==> src/rtl/alu_pkg.sv <==
// Shared constants and types for the ALU sequencer and its register file.
package alu_pkg;

  localparam int DATA_W = 8;

  localparam logic [2:0] OP_ADD     = 3'd0;
  localparam logic [2:0] OP_L_SHIFT = 3'd1;
  localparam logic [2:0] OP_R_SHIFT = 3'd2;
  localparam logic [2:0] OP_AND     = 3'd3;
  localparam logic [2:0] OP_OR      = 3'd4;
  localparam logic [2:0] OP_COMP    = 3'd5;

  localparam logic [2:0] SEL_IDLE = 3'b111;

  typedef enum logic [1:0] {IDLE, EXEC, WB} state_t;

  function automatic logic is_legal(input logic [2:0] op);
    case (op)
      OP_ADD, OP_L_SHIFT, OP_R_SHIFT, OP_AND, OP_OR, OP_COMP: return 1'b1;
      default: return 1'b0;
    endcase
  endfunction

endpackage

==> src/rtl/regfile4x8.sv <==
// Four 8-bit registers: three combinational read ports, one clocked write port.
module regfile4x8
  import alu_pkg::*;
(
  input  logic              clk,
  input  logic              rst_n,
  input  logic              we,
  input  logic [1:0]        waddr,
  input  logic [DATA_W-1:0] wdata,
  input  logic [1:0]        raddr_a,
  input  logic [1:0]        raddr_b,
  input  logic [1:0]        raddr_dbg,
  output logic [DATA_W-1:0] rdata_a,
  output logic [DATA_W-1:0] rdata_b,
  output logic [DATA_W-1:0] rdata_dbg
);

  logic [DATA_W-1:0] regs [4];

  always_ff @(posedge clk or negedge rst_n) begin
    if (!rst_n) begin
      for (int i = 0; i < 4; i++) regs[i] <= '0;
    end else if (we) begin
      regs[waddr] <= wdata;
    end
  end

  assign rdata_a   = regs[raddr_a];
  assign rdata_b   = regs[raddr_b];
  assign rdata_dbg = regs[raddr_dbg];

endmodule

==> src/rtl/alu_sequencer.sv <==
// Issues one instruction at a time to the ALU result mux and writes the
// selected result back after SETTLE cycles of execution.
module alu_sequencer
  import alu_pkg::*;
#(
  parameter int SETTLE = 1
)
(
  input  logic              clk,
  input  logic              rst_n,
  input  logic              instr_valid,
  output logic              instr_ready,
  input  logic [2:0]        opcode,
  input  logic [1:0]        rd,
  input  logic [1:0]        rs1,
  input  logic [1:0]        rs2,
  input  logic              imm_en,
  input  logic [DATA_W-1:0] imm,
  output logic [DATA_W-1:0] op_a,
  output logic [DATA_W-1:0] op_b,
  output logic [2:0]        alu_sel,
  input  logic [DATA_W-1:0] alu_result,
  output logic [DATA_W-1:0] wb_data,
  output logic              done,
  output logic              err,
  input  logic [1:0]        dbg_sel,
  output logic [DATA_W-1:0] dbg_data
);

  localparam logic [3:0] LAST = 4'(SETTLE - 1);

  state_t            state;
  logic [3:0]        cnt;
  logic [1:0]        rd_q;
  logic [DATA_W-1:0] rdata_a;
  logic [DATA_W-1:0] rdata_b;
  logic              accept;
  logic              wr_en;

  assign instr_ready = (state == IDLE);
  assign accept      = instr_valid && instr_ready;
  assign wr_en       = (state == EXEC) && (cnt == LAST);

  regfile4x8 u_regs (
    .clk       (clk),
    .rst_n     (rst_n),
    .we        (wr_en),
    .waddr     (rd_q),
    .wdata     (alu_result),
    .raddr_a   (rs1),
    .raddr_b   (rs2),
    .raddr_dbg (dbg_sel),
    .rdata_a   (rdata_a),
    .rdata_b   (rdata_b),
    .rdata_dbg (dbg_data)
  );

  // err doubles as the pending-error flag: set on an illegal accept, shown in WB.
  always_ff @(posedge clk or negedge rst_n) begin
    if (!rst_n) begin
      state   <= IDLE;
      cnt     <= '0;
      rd_q    <= '0;
      op_a    <= '0;
      op_b    <= '0;
      alu_sel <= SEL_IDLE;
      wb_data <= '0;
      done    <= 1'b0;
      err     <= 1'b0;
    end else begin
      done <= 1'b0;
      err  <= 1'b0;
      unique case (state)
        IDLE: begin
          if (accept) begin
            if (is_legal(opcode)) begin
              op_a    <= rdata_a;
              op_b    <= imm_en ? imm : rdata_b;
              rd_q    <= rd;
              alu_sel <= opcode;
              cnt     <= '0;
              state   <= EXEC;
            end else begin
              done  <= 1'b1;
              err   <= 1'b1;
              state <= WB;
            end
          end
        end
        EXEC: begin
          if (wr_en) begin
            wb_data <= alu_result;
            alu_sel <= SEL_IDLE;
            done    <= 1'b1;
            state   <= WB;
          end else begin
            cnt <= cnt + 4'd1;
          end
        end
        WB:      state <= IDLE;
        default: state <= IDLE;
      endcase
    end
  end

endmodule

==> config.mk <==
export PLATFORM = sky130hd
export DESIGN_NAME = alu_sequencer
export DESIGN_NICKNAME = d
export VERILOG_FILES = /design/src/rtl/alu_pkg.sv /design/src/rtl/regfile4x8.sv /design/src/rtl/alu_sequencer.sv
export SDC_FILE = /design/constraint.sdc
export NUM_CORES = 1
export LEC_CHECK = 0
export BUFFER_PORTS_ARGS = -buffer_cell sky130_fd_sc_hd__buf_4
export CAP_MARGIN = 20
export CORE_ASPECT_RATIO = 0.8
export CORE_UTILIZATION = 35
export CTS_BUF_LIST = sky130_fd_sc_hd__clkbuf_2
export CTS_CLUSTER_SIZE = 20
export DETAILED_ROUTE_END_ITERATION = 10
export REMOVE_ABC_BUFFERS = 1
export SLEW_MARGIN = 20
export SYNTH_ARGS = -nofsm -noshare
export SYNTH_HDL_FRONTEND = slang
export SYNTH_HIERARCHICAL = 1
export SYNTH_SLANG_ARGS = --single-unit
==> constraint.sdc <==
create_clock -name clk -period 2 [get_ports clk]
set_input_delay 0.1 -clock clk [delete_from_list [all_inputs] [get_ports clk]]
set_output_delay 0.1 -clock clk [all_outputs]
set_load 0.05 [all_outputs]
Word level (Yosys, flattened, before mapping)
Index checks and enable logic that the tools add are counted.
- input port bits: 31
- logic and storage cells: 79
- output and inout bits: 38
- register bits after elaboration: 69
- add/sub/neg operators: 1
- mux-type cells: 33
- eq/ne operators: 10
- bitwise operators: 4
- order comparisons: 5
- reductions and logical operators: 13
- operators by type and width (kind ; number):
    two-way mux 8 bit ; 8
    binary-select mux 8 bit (select 2 bit) ; 3
    bitwise mux 32 bit ; 1
    demux 8 bit (select 2 bit) ; 1
    >= comparator 3 bit, second input constant ; 4
    two-way mux 4 bit ; 3
    inverter 2 -> 3 bit ; 4
    two-way mux 3 bit ; 3
    one-hot mux 4 bit (2 select lines) ; 1
    AND reduction 4 bit ; 2
    two-way mux 1 bit ; 7
    == test 3 x 2 -> 1 bit, second input constant ; 2
    == test 3 bit, second input constant ; 2
    two-way mux 2 bit ; 3
    != test 2 x 1 -> 1 bit, second input constant ; 3
    one-hot mux 3 bit (2 select lines) ; 1
    OR reduction 6 bit ; 1
    adder 4 x 1 -> 4 bit, second input constant ; 1
    logical NOT 4 bit ; 1
    one-hot mux 2 bit (2 select lines) ; 1
    AND reduction 2 bit ; 2
    == test 3 x 1 -> 1 bit, second input constant ; 1
    logical AND 1 bit ; 3
    logical NOT 3 bit ; 1
    other kinds (7) ; 7

Logic depth before layout (Yosys ltp)
Gate-level depths: netlist (run 1).
- depth in word-level cells: 8
- gate-level depth with buffers: 8
- gate-level depth less buffers: 6

Modules after synthesis
The synthesis (run 1) kept the hierarchy.
- by module, submodules not included (module ; times used ; sequential area each (um^2) ; area each (um^2) ; cells each):
    regfile4x8 ; 1 ; 800.8 ; 1779.2 ; 98
    alu_sequencer ; 1 ; 929.6 ; 1644.1 ; 123

Worst setup path before layout (run 1)
Ideal clock, no wire load.
- path kind: register -> register
- from: register cnt[0]
- to: register u_regs/regs[24] (netlist name)
- period minus slack after synthesis: 2.161 ns
- data arrival time: 2.036 ns
- required time: 1.875 ns
- buffers on the path: 2
- setup slack: -0.161 ns
- cell stages (with the launch flop): 9
- setup time: 0.125 ns
- cells stage by stage: dfrtp_1 > inv_1 > ha_1 > or3b_1 > buf_2 > nor2_4 > buf_6 > nor3b_4 > mux2_2
- longest elaborated chain between the ends: 2
- ends and longest elaborated chain (element ; line ; text):
    start: declaration ; alu_sequencer.sv:33 ; logic [3:0] cnt;
    start signal: assignment ; alu_sequencer.sv:97 ; cnt <= cnt + 4'd1;
    logical NOT 4 bit ; alu_sequencer.sv:42 ; assign wr_en = (state == EXEC) && (cnt == LAST);
    logical AND 1 bit ; alu_sequencer.sv:42 ;
    named net wr_en ; alu_sequencer.sv:38 ; logic wr_en;
    end signal: indexed assignment ; regfile4x8.sv:24 ; regs[waddr] <= wdata;
    end: declaration ; regfile4x8.sv:18 ; logic [DATA_W-1:0] regs [4];
The timed path passes the listed nets, and every way through them passes these cells.
A chain may end at the register's enable or synchronous reset.

Worst setup path after layout (run 1)
- from: register cnt[1]
- to: register u_regs/regs[29] (netlist name)
- longest elaborated chain between the ends: 2
- ends and longest elaborated chain (element ; line):
    logical NOT 4 bit ; alu_sequencer.sv:42
    logical AND 1 bit ; alu_sequencer.sv:42
Every way passes these cells.

==> summary.md, run 1 <==
| Metric | Value |
|---|---|
| Power share of the combinational group | `55.6%` |
| CTS sink count | `69` |
| Total Routed Length | `between 8 and 9 mm` |
| Cells after Synth | `221` |
| Synthesized area per cell | `roughly 15 um2` |
| Synth warn | `6` |
| Die footprint | `0.0102 mm2` |
| Largest delay share family, worst path | `simple AND/OR/NAND/NOR gates` |
| Sum Neg Setup Slack | `0 ns` |
| Async SR Flop Fraction | `100%` |
| MaxCap Viol Count | `0` |
| Crit-path max cell delay | `0.43 ns` |
| Fin crit period | `1.99 ns` |
| CP max-delay cell | `dfrtp_1` |
| Cell Area, Synth | `0.00342 mm2` |
| GR Overflow Total | `0` |
| Max_slew headroom | `62.9%` |
| Sequential-to-total area share from yosys stat | `50.5%` |
| Worst reg-to-reg path cell count | `7` |
| Crit-path cells | `inv_2, ha_4, or3b_4, nor2_4, nor3b_4, buf_12, mux2_2` |
| Number of I/O port buffers | `68` |
| Worst Path Max Fanout | `8` |
| R2R Path End | `u_regs/regs[29]` |
| Clock-pin slew on the worst setup and hold paths | `about 0.19 ns` |
| Req. time, crit path | `2.41 ns` |
| Cell accounting for the most synthesized area | `dfrtp_1` |
| Num CTS Buffers | `9` |
| Share of post-route cells with drive strength above 1 | `52.9%` |
| Placed cell count | `between 400 and 500` |
| Final Cycle Share | `99.3%` |
| Net Sw Power | `about 3400 uW` |
| Starting density of the core | `36.9%` |
| Critical Path Sink Type | `flip-flop` |
| CTS tree | `yes` |
| Layout Cells excl Fill | `455` |
| Clock buffer depth | `2` |
| Net Sw Frac | `between 40% and 50%` |
| Max Slew Vio Count | `0` |
| # IOs | `69` |
| Vias | `2381` |
| Arrival time worst endpoint | `2.39 ns` |
| Clock Power Share | `10.1%` |
| DRC | `0` |
| Final #Nets | `around 370` |
| Critical path depth | `7` |
| Pre-CTS setup slack | `-0.0648 ns` |
| Sequential power share | `34.3%` |
| Post-synthesis mux area share | `a little over a third` |
| Achievable frequency | `503 MHz` |
| Post-route ant nets | `0` |
| Tot GR Track Use | `roughly 17%` |
| Detailed Place HPWL | `~5.7 mm` |
| Setup-failing EPs final | `0` |
| Synth Area in Compound Gates | `4.50%` |
| Post-synth top cells | `66 x dfrtp_1, 33 x mux2_2, 24 x mux4_2` |
| Die Y | `90.5 um` |
| Reg2reg start | `cnt[1]` |
| Via density | `approximately 5.2` |
| Final Util | `49.6%` |
| #FFs+latches synth | `a little under 70` |
| DRT iter0 DRCs | `154` |
| Max VDD drop | `0.000863 V` |
| DRT Pass-1 Iters | `4` |
| CP Class | `reg -> reg` |
| Post-synth EDFFs | `0` |
| Post-synthesis xor/xnor area fraction | `0%` |
| Buf+Inv Stages, Crit Path | `2` |
| Fin worst setup slack | `0.0131 ns` |
| Final hold violations | `0` |
| Post-synthesis simple-gate area fraction | `5.52%` |
| CTS H-tree depth | `3` |
| Area Overhead vs Synth | `34.3%` |
| First-pass GRT wire length | `13.0 mm` |
| PD cells | `1660 mW/mm2` |
| Least-Margin Pin Slew | `between 0.5 and 0.6 ns` |
| Synth top area share | `48.2%` |
| Clock Skew | `about 0.025 ns` |
| Count leader, synth | `dfrtp_1` |
| Startpoint class of the critical path | `flip-flop` |
| Worst hold-check path type | `in -> async` |
| Int Pwr | `4270 uW` |
| Clock latency on the worst-skew pair | `0.49 ns` |
| Largest net degree at the start of global routing | `41` |
| # diodes | `0` |
| Adder-cell share of the synthesized area | `less than 1%` |
| P_leak | `0.00204 uW` |
| Yosys cell types | `33` |
| Std cell rows | `31` |
| Initial antenna violation count | `0` |
| Largest family of logic cells by synthesized area | `multiplexers` |
| Clk root buf | `clkbuf_2` |
| Core Area | `0.00927 mm2` |
| Vias in the first global route | `between 2000 and 2500` |
| Reg2Reg Setup Slack | `0.01 ns` |
| Top cells by area, synth | `dfrtp_1 48%, mux4_2 16%, mux2_2 11%` |
| Top FF cell, synth | `dfrtp_1` |
| Outcome | `finished clean` |
| RSZ-0062 raised after global routing | `yes` |
| GPL Wtd Cong | `slightly below 0.8` |
| Die Wd | `113 um` |
| Drt wl/cell | `18.3 um` |
-- per-layer routing --
layer	global-route usage [%]	share of wire [%]	up-vias
met5	0	0	-
met4	3.67	0.64	0
met3	4.90	5.0	5
met2	25.3	45	73
met1	25.2	49	1222
li1	-	-	1081
-- power by group through the flow --
| stage | logic, uW | registers, uW | clock network [uW] |
|---|---|---|---|
| after floorplan | 1880 | 3510 | 0 |
| after global placement | 4000 | 2600 | 0 |
| after detailed placement | 4040 | 2640 | 0 |
| after CTS | 4230 | 2610 | 806 |
| after global routing | 4450 | 2720 | 857 |
| final | 4240 | 2610 | 768 |
-- metrics by stage --
step	hold slack (ns)	total power [uW]	cell area, um2
detailed placement	0.0623	6680	4110
global route	0.0208	8020	4600
finish	0.0569	7620	4600
floorplan	-0.196	5390	3340
global placement	0.0577	6600	4110
CTS	0.0151	7650	4570
-- flip-flops by register name, indices dropped and copies added (netlist names) --
signal and flops:
u_regs/regs 32, wb_data 8, rd_q 2, alu_sel 3, op_b 8, op_a 8, err 1, cnt 4
done 1, state 2
-- cells in the final DEF, fill, tap and decap left out, types with 3 or more instances in the layout --
cell | Yosys | routed
a21oi_1 | 18 | 18
buf_4 | 0 | 83
clkbuf_2 | 0 | 10
clkinv_1 | 0 | 3
dfrtp_1 | 66 | 66
dfstp_2 | 3 | 3
dlygate4sd3_1 | 0 | 30
mux2_1 | 7 | 7
mux2_2 | 33 | 27
mux2_4 | 10 | 16
mux2i_1 | 9 | 9
mux4_2 | 24 | 24
nand3_1 | 5 | 5
nor2_1 | 4 | 4
o21ai_0 | 5 | 5
o22ai_1 | 3 | 3
-- what timing repair did --
item / CTS / global route
hold endpoints to repair: 122 / 0
pin swaps: 2 / 1
hold buffers: 30 / 0
buffers inserted: 3 / 2
resized for setup: 9 / 3
gates cloned: 0 / 0
setup endpoints to repair: 13 / 21
-- area by class of cell --
class / instances / area (um2)
clock buffer: 10 / 50.0
clock inverter: 6 / 53.8
fill: 823 / 4670
inverter: 2 / 7.51
multi-input combinational: 137 / 1640
sequential: 69 / 1730
tap: 115 / 144
timing repair buffer: 116 / 975
-- kinds of logic after synthesis --
| family | Yosys count |
|---|---|
| and+or+nand+nor | 24 |
| muxes | 83 |
| AOI/OAI and AO/OA | 28 |
| DFF | 69 |
| buffers and inverters | 15 |
| adders and majority gates | 2 |
-- how the worst max path moves through the flow --
| stage | startpoint | end | slack, ns |
|---|---|---|---|
| after floorplan | cnt[0] | u_regs/regs[24] | -0.23 |
| after global placement | cnt[0] | u_regs/regs[29] | -0.002 |
| after detailed placement | cnt[0] | u_regs/regs[26] | -0.06 |
| after CTS | cnt[1] | u_regs/regs[24] | -0.0007 |
| after global routing | cnt[1] | u_regs/regs[30] | -0.07 |
| final | cnt[1] | u_regs/regs[29] | 0.01 |
(Power assumes the default switching activity.)
==> inputs of run 2 (changes only) <==
--- a/config.mk
+++ b/config.mk
@@ -12,6 +12,7 @@
 export CTS_BUF_LIST = sky130_fd_sc_hd__clkbuf_2
 export CTS_CLUSTER_SIZE = 20
 export DETAILED_ROUTE_END_ITERATION = 10
+export PLACE_DENSITY = 0.67
 export REMOVE_ABC_BUFFERS = 1
 export SLEW_MARGIN = 20
 export SYNTH_ARGS = -nofsm -noshare
==> summary.md, run 2 (synthesized netlist as in run 1, its figures left out) <==
| Metric | Value |
|---|---|
| Outcome | `finished, violations left` |
| Failing checks | `setup timing` |
| Die Y | `90.5 um` |
| Int Pwr | `4150 uW` |
| Least-Margin Pin Slew | `0.561 ns` |
| DRT iter0 DRCs | `around 160` |
| CTS sink count | `69` |
| M3 GR Usage | `between 5 and 6%` |
| Critical Path Sink Type | `flip-flop` |
| Clock Skew | `around 0.023 ns` |
| Die Wd | `approximately 110 um` |
| Num CTS Buffers | `9` |
| Total Routed Length | `8.47 mm` |
| Number of I/O port buffers | `68` |
| Area Overhead vs Synth | `33.6%` |
| Net Sw Frac | `45.0%` |
| Max VDD drop | `roughly 0.0010 V` |
| Power share of the combinational group | `between 50% and 60%` |
| # IOs | `69` |
| Sequential power share | `34.7%` |
| Max Slew Vio Count | `0` |
| Largest net degree at the start of global routing | `38` |
| CTS H-tree depth | `3` |
| Drt wl/cell | `18.6 um` |
| Achievable frequency | `490 MHz` |
| Final hold violations | `0` |
| Clock buffer depth | `2` |
| GR Overflow Total | `0` |
| Arrival time worst endpoint | `2.48 ns` |
| Tot GR Track Use | `17.7%` |
| RSZ-0062 raised after global routing | `yes` |
| Initial antenna violation count | `0` |
| Max reg flops | `32` |
| Worst Path Max Fanout | `8` |
| Share of post-route cells with drive strength above 1 | `between 50% and 60%` |
| PD cells | `roughly 1700 mW/mm2` |
| Net Sw Power | `3400 uW` |
| Die footprint | `0.0102 mm2` |
| Area after DPL | `0.00411 mm2` |
| Detailed Place HPWL | `5.73 mm` |
| Clock Power Share | `8.6%` |
| Routing usage on met1 | `26.4%` |
| Final Cycle Share | `102%` |
| Final #Nets | `368` |
| Gr busiest metal | `met1` |
| CP Class | `reg -> reg` |
| CTS tree | `yes` |
| GPL Wtd Cong | `0.759` |
| Vias in the first global route | `2347` |
| DRC | `0` |
| Fill cell instance count of the final layout | `809` |
| Startpoint class of the critical path | `flip-flop` |
| Clock latency on the worst-skew pair | `approximately 0.53 ns` |
| Fin crit period | `2.04 ns` |
| Largest Register | `u_regs/regs` |
| Tot Pwr | `7550 uW` |
| Req. time, crit path | `2.44 ns` |
| Clk root buf | `clkbuf_2` |
| Fin worst setup slack | `-0.0397 ns` |
| Vias | `2393` |
| Worst hold-check path type | `in -> async` |
| Via density | `5.26` |
| Starting density of the core | `between 30 and 40%` |
| # diodes | `0` |
| P_leak | `0.00202 uW` |
| Post-route ant nets | `0` |
| MaxCap Viol Count | `0` |
| DRT Pass-1 Iters | `4` |
| Max_slew headroom | `62.5%` |
| Clock-pin slew on the worst setup and hold paths | `0.18 ns` |
| First-pass GRT wire length | `13.3 mm` |
| Met2 GRT Util | `~25%` |
| Most frequent cells in the layout | `84 x buf_4, 66 x dfrtp_1, 30 x dlygate4sd3_1` |
| Setup-failing EPs final | `9` |
| Most common cell after layout, fill and taps aside | `buf_4` |
| Core Area | `0.00927 mm2` |
| Fin area | `0.00457 mm2` |
| Std cell rows | `31` |
[run 2: area by class of cell]
| cell class | instances | area [um2] | area share (%) |
|---|---|---|---|
| Clock buffer | 9 | 45.0 | 0.985 |
| Clock inverter | 7 | 32.5 | 0.711 |
| Sequential cell | 69 | 1730 | 37.8 |
| Inverter | 2 | 7.51 | 0.164 |
| Tap cell | 115 | 144 | 3.15 |
| Multi-Input combinational cell | 137 | 1640 | 35.9 |
| Timing Repair Buffer | 116 | 971 | 21.2 |
[run 2: metal layers]
metal	vias to the layer above	part of all wire, %
met5	-	0
met3	8	5.6
met4	0	1.0
li1	1080	-
met1	1225	49
met2	80	45
[run 2: worst paths after layout]
check / from / to / slack [ns] / cells past startpoint
max in group asynchronous: rst_n / u_regs/regs[13] / 1.39 / 3
min in group clk: instr_valid / alu_sel[0] / 0.04 / 4
hold reg to reg: wb_data[5] / wb_data[5] / 0.51 / 1
setup / recovery: cnt[1] / u_regs/regs[28] / -0.04 / 7
hold / removal: rst_n / op_b[2] / 0.03 / 2
setup reg to reg: cnt[1] / u_regs/regs[28] / -0.04 / 7
[run 2: stage by stage]
stage	hold slack, ns	setup WS (ns)	utilization (%)	setup TNS [ns]	cells
global placement	0.0780	-0.0317	44.3	-0.251	403
global route	0.00918	-0.101	49.3	-1.35	455
detailed placement	0.0830	-0.0783	44.3	-0.609	403
floorplan	-0.196	-0.226	-	-1.81	208
CTS	0.00274	-0.0295	49.0	-0.159	454
finish	0.0329	-0.0397	49.3	-0.274	455
[run 2: worst max-delay path: stages (launching register included)]
cell     delay (ns)
dfrtp_1        0.43
inv_2          0.10
ha_4           0.13
or3b_4         0.39
nor2_4         0.18
nor3b_4        0.25
buf_12         0.17
mux2_4         0.30
[run 2: what timing repair did]
item,CTS,global route
gates resized for setup,7,6
endpoints found under the hold margin,122,0
hold buffers,30,0
pin swaps,1,2
endpoints found under the setup margin,24,34
buffers inserted,5,1
[run 2: power groups by stage]
stage	Combinational, uW	Sequential [uW]	Clock, uW
2_1_floorplan	1880	3510	0
3_3_place_gp	3990	2600	0
3_5_place_dp	4040	2650	0
4_1_cts	4240	2610	676
5_1_grt	4470	2720	724
6_report	4280	2620	646
==> inputs of run 3 (changes only) <==
--- a/config.mk
+++ b/config.mk
@@ -12,10 +12,10 @@
 export CTS_BUF_LIST = sky130_fd_sc_hd__clkbuf_2
 export CTS_CLUSTER_SIZE = 20
 export DETAILED_ROUTE_END_ITERATION = 10
-export PLACE_DENSITY = 0.67
+export PLACE_DENSITY = 0.65
 export REMOVE_ABC_BUFFERS = 1
+export SKIP_CTS_REPAIR_TIMING = 1
 export SLEW_MARGIN = 20
 export SYNTH_ARGS = -nofsm -noshare
 export SYNTH_HDL_FRONTEND = slang
-export SYNTH_HIERARCHICAL = 1
 export SYNTH_SLANG_ARGS = --single-unit
==> summary.md, run 3 <==
| Metric | Value |
|---|---|
| Hold Crit Start | `imm_en` |
| Starting density of the core | `36.9%` |
| Req. time, crit path | `2.41 ns` |
| Post-route ant nets | `0` |
| Reg2Reg Setup Slack | `between 0.07 and 0.08 ns` |
| Area after DPL | `0.00409 mm2` |
| DRT Pass-1 Iters | `4` |
| Synth top area share | `48.3%` |
| Startpoint class of the critical path | `flip-flop` |
| Placed cell count | `407` |
| R2R Path End | `u_regs.regs[30]` |
| Drt wl/cell | `18.2 um` |
| RSZ-0062 raised after global routing | `no` |
| Worst hold-check path type | `in -> reg` |
| GR Overflow Total | `0` |
| DRT iter0 DRCs | `55` |
| Std cell rows | `31` |
| Largest Register | `u_regs.regs` |
| MaxCap Viol Count | `0` |
| Largest net degree at the start of global routing | `70` |
| Most common cell after layout, fill and taps aside | `buf_4` |
| Max_slew headroom | `41.8%` |
| Tot Pwr | `7030 uW` |
| Top FF cell, synth | `dfrtp_1` |
| Share of post-route cells with drive strength above 1 | `52.9%` |
| Final hold violations | `0` |
| CP Class | `reg -> reg` |
| Async SR Flop Fraction | `100%` |
| Number of I/O port buffers | `68` |
| Max reg flops | `32` |
| Post-synth EDFFs | `0` |
| # IOs | `69` |
| Core Area | `0.00927 mm2` |
| Die Wd | `roughly 110 um` |
| Most frequent cells in the layout | `75 x buf_4, 66 x dfrtp_1, 50 x mux2_2` |
| Vias in the first global route | `approximately 2200` |
| P_leak | `0.00200 uW` |
| #FFs+latches synth | `69` |
| # diodes | `0` |
| Fin crit period | `between 1.5 and 2 ns` |
| Cell Area, Synth | `0.00342 mm2` |
| Via density | `5.26` |
| Worst Hold Depth | `4` |
| Crit-path cells | `inv_1, ha_1, nand4bb_1, buf_4, or4_4, mux2_4` |
| Worst Path Max Fanout | `8` |
| Top cells by area, synth | `dfrtp_1 48%, mux2_2 16%, mux4_2 11%` |
| Sequential-to-total area share from yosys stat | `50.6%` |
| Least-Margin Pin Slew | `approximately 0.87 ns` |
| WHS Endpoint | `op_b[3]` |
| Clock-pin slew on the worst setup and hold paths | `0.17 ns` |
| CTS tree | `yes` |
| Clock Skew | `0.0281 ns` |
| Die Y | `90.4 um` |
| Layout Cells excl Fill | `446` |
| Outcome | `finished clean` |
| Arrival time worst endpoint | `2.33 ns` |
| Critical Path Sink Type | `flip-flop` |
| Post-synth top cells | `66 x dfrtp_1, 50 x mux2_2, 18 x mux2i_1` |
| Achievable frequency | `521 MHz` |
| Area Overhead vs Synth | `28.6%` |
| Vias | `2345` |
| Worst reg-to-reg path cell count | `6` |
| Synthesized area per cell | `14.9 um2` |
| PD cells | `approximately 1600 mW/mm2` |
| Fin area | `0.00440 mm2` |
| DRC | `0` |
| Max Slew Vio Count | `0` |
| Max VDD drop | `0.000776 V` |
| Num CTS Buffers | `9` |
| Clk root buf | `clkbuf_2` |
| Clock buffer depth | `2` |
| Die footprint | `about 0.010 mm2` |
| Reg2reg start | `cnt[1]` |
| Initial antenna violation count | `0` |
| Crit path from | `cnt[1]` |
| CTS sink count | `roughly 70` |
| Tot GR Track Use | `16.5%` |
| CP max-delay cell | `or4_4` |
| Synth warn | `0` |
| Yosys cell types | `34` |
| CTS H-tree depth | `3` |
| Cells after Synth | `230` |
| Final hold slack | `0.0534 ns` |
| Fin worst setup slack | `0.0799 ns` |
| Crit-path max cell delay | `0.53 ns` |
| First-pass GRT wire length | `between 10 and 15 mm` |
| Setup-failing EPs final | `0` |
| Clock latency on the worst-skew pair | `0.53 ns` |
| Final Cycle Share | `96.0%` |
| Pre-CTS setup slack | `0.0900 ns` |
| Count leader, synth | `dfrtp_1` |
| GPL Wtd Cong | `0.739` |
| Total Routed Length | `8.13 mm` |
| Final #Nets | `359` |
| Cell accounting for the most synthesized area | `dfrtp_1` |
| Detailed Place HPWL | `around 5.5 mm` |
run 3: changes by cell type in the layout (fill, tap and decap cells not counted), moves of 7 or more:
cell,previous run,this run
a21oi_1,18,0
buf_4,84,75
o221ai_1,0,8
mux4_2,24,16
mux2_4,18,8
dlygate4sd3_1,30,23
nand2_1,1,10
mux2_1,7,0
mux2_2,25,50
mux2i_1,9,18
run 3: routing by layer:
metal  routed length (um)  up-vias  global-route usage, %
met5                    0        -                      0
met4                  110        0                   5.11
met3                  336       15                   5.03
met2                 3860       69                   25.5
met1                 3830     1197                   22.3
li1                     -     1064                      -
run 3: area by class of cell:
class,count,area (um2)
Clock inverter,4,17.5
Multi-Input combinational cell,143,1600
Sequential cell,69,1730
Inverter,3,11.3
Fill cell,846,4870
Clock buffer,12,60.1
Tap cell,115,144
Timing Repair Buffer,100,833
run 3: power by group:
part	total [uW]	switching, uW	internal, uW
logic	3830	2130	1690
registers	2570	516	2050
clock network	640	472	168
run 3: metrics by stage:
stage,setup TNS [ns],utilization (%)
5_1_grt,0,47.5
2_1_floorplan,-9.32,-
3_5_place_dp,0,44.1
3_3_place_gp,0,44.1
4_1_cts,0,45.0
6_report,0,47.5
run 3: worst max-delay path, delay by kind of cell (launching register included):
kind                     cells  cell delay, ns
adder cells (fa/ha/maj)      1            0.15
buffers and inverters        2            0.26
flip-flops                   1            0.43
multiplexers                 1            0.33
AND/OR/NAND/NOR              2            0.65
run 3: logic make-up (layout without fill, tap and decap cells):
| family | count (synthesis) | count (layout) | share of synthesized area, % |
|---|---|---|---|
| muxes | 92 | 92 | 35.8 |
| DFF | 69 | 69 | 50.6 |
| and+or+nand+nor | 30 | 30 | 6.11 |
| AOI/OAI and AO/OA | 19 | 19 | 4.24 |
| buffers and inverters | 18 | 119 | 2.56 |
| adders and majority gates | 2 | 2 | 0.731 |
run 3: how the worst max path moves through the flow:
stage	endpoint	slack, ns	depth (start not counted)
after floorplan	op_a[0]	-0.44	3
after global placement	u_regs.regs[27]	0.13	6
after detailed placement	u_regs.regs[24]	0.09	6
after CTS	u_regs.regs[30]	0.06	6
after global routing	u_regs.regs[24]	0.001	6
final	u_regs.regs[30]	0.08	6
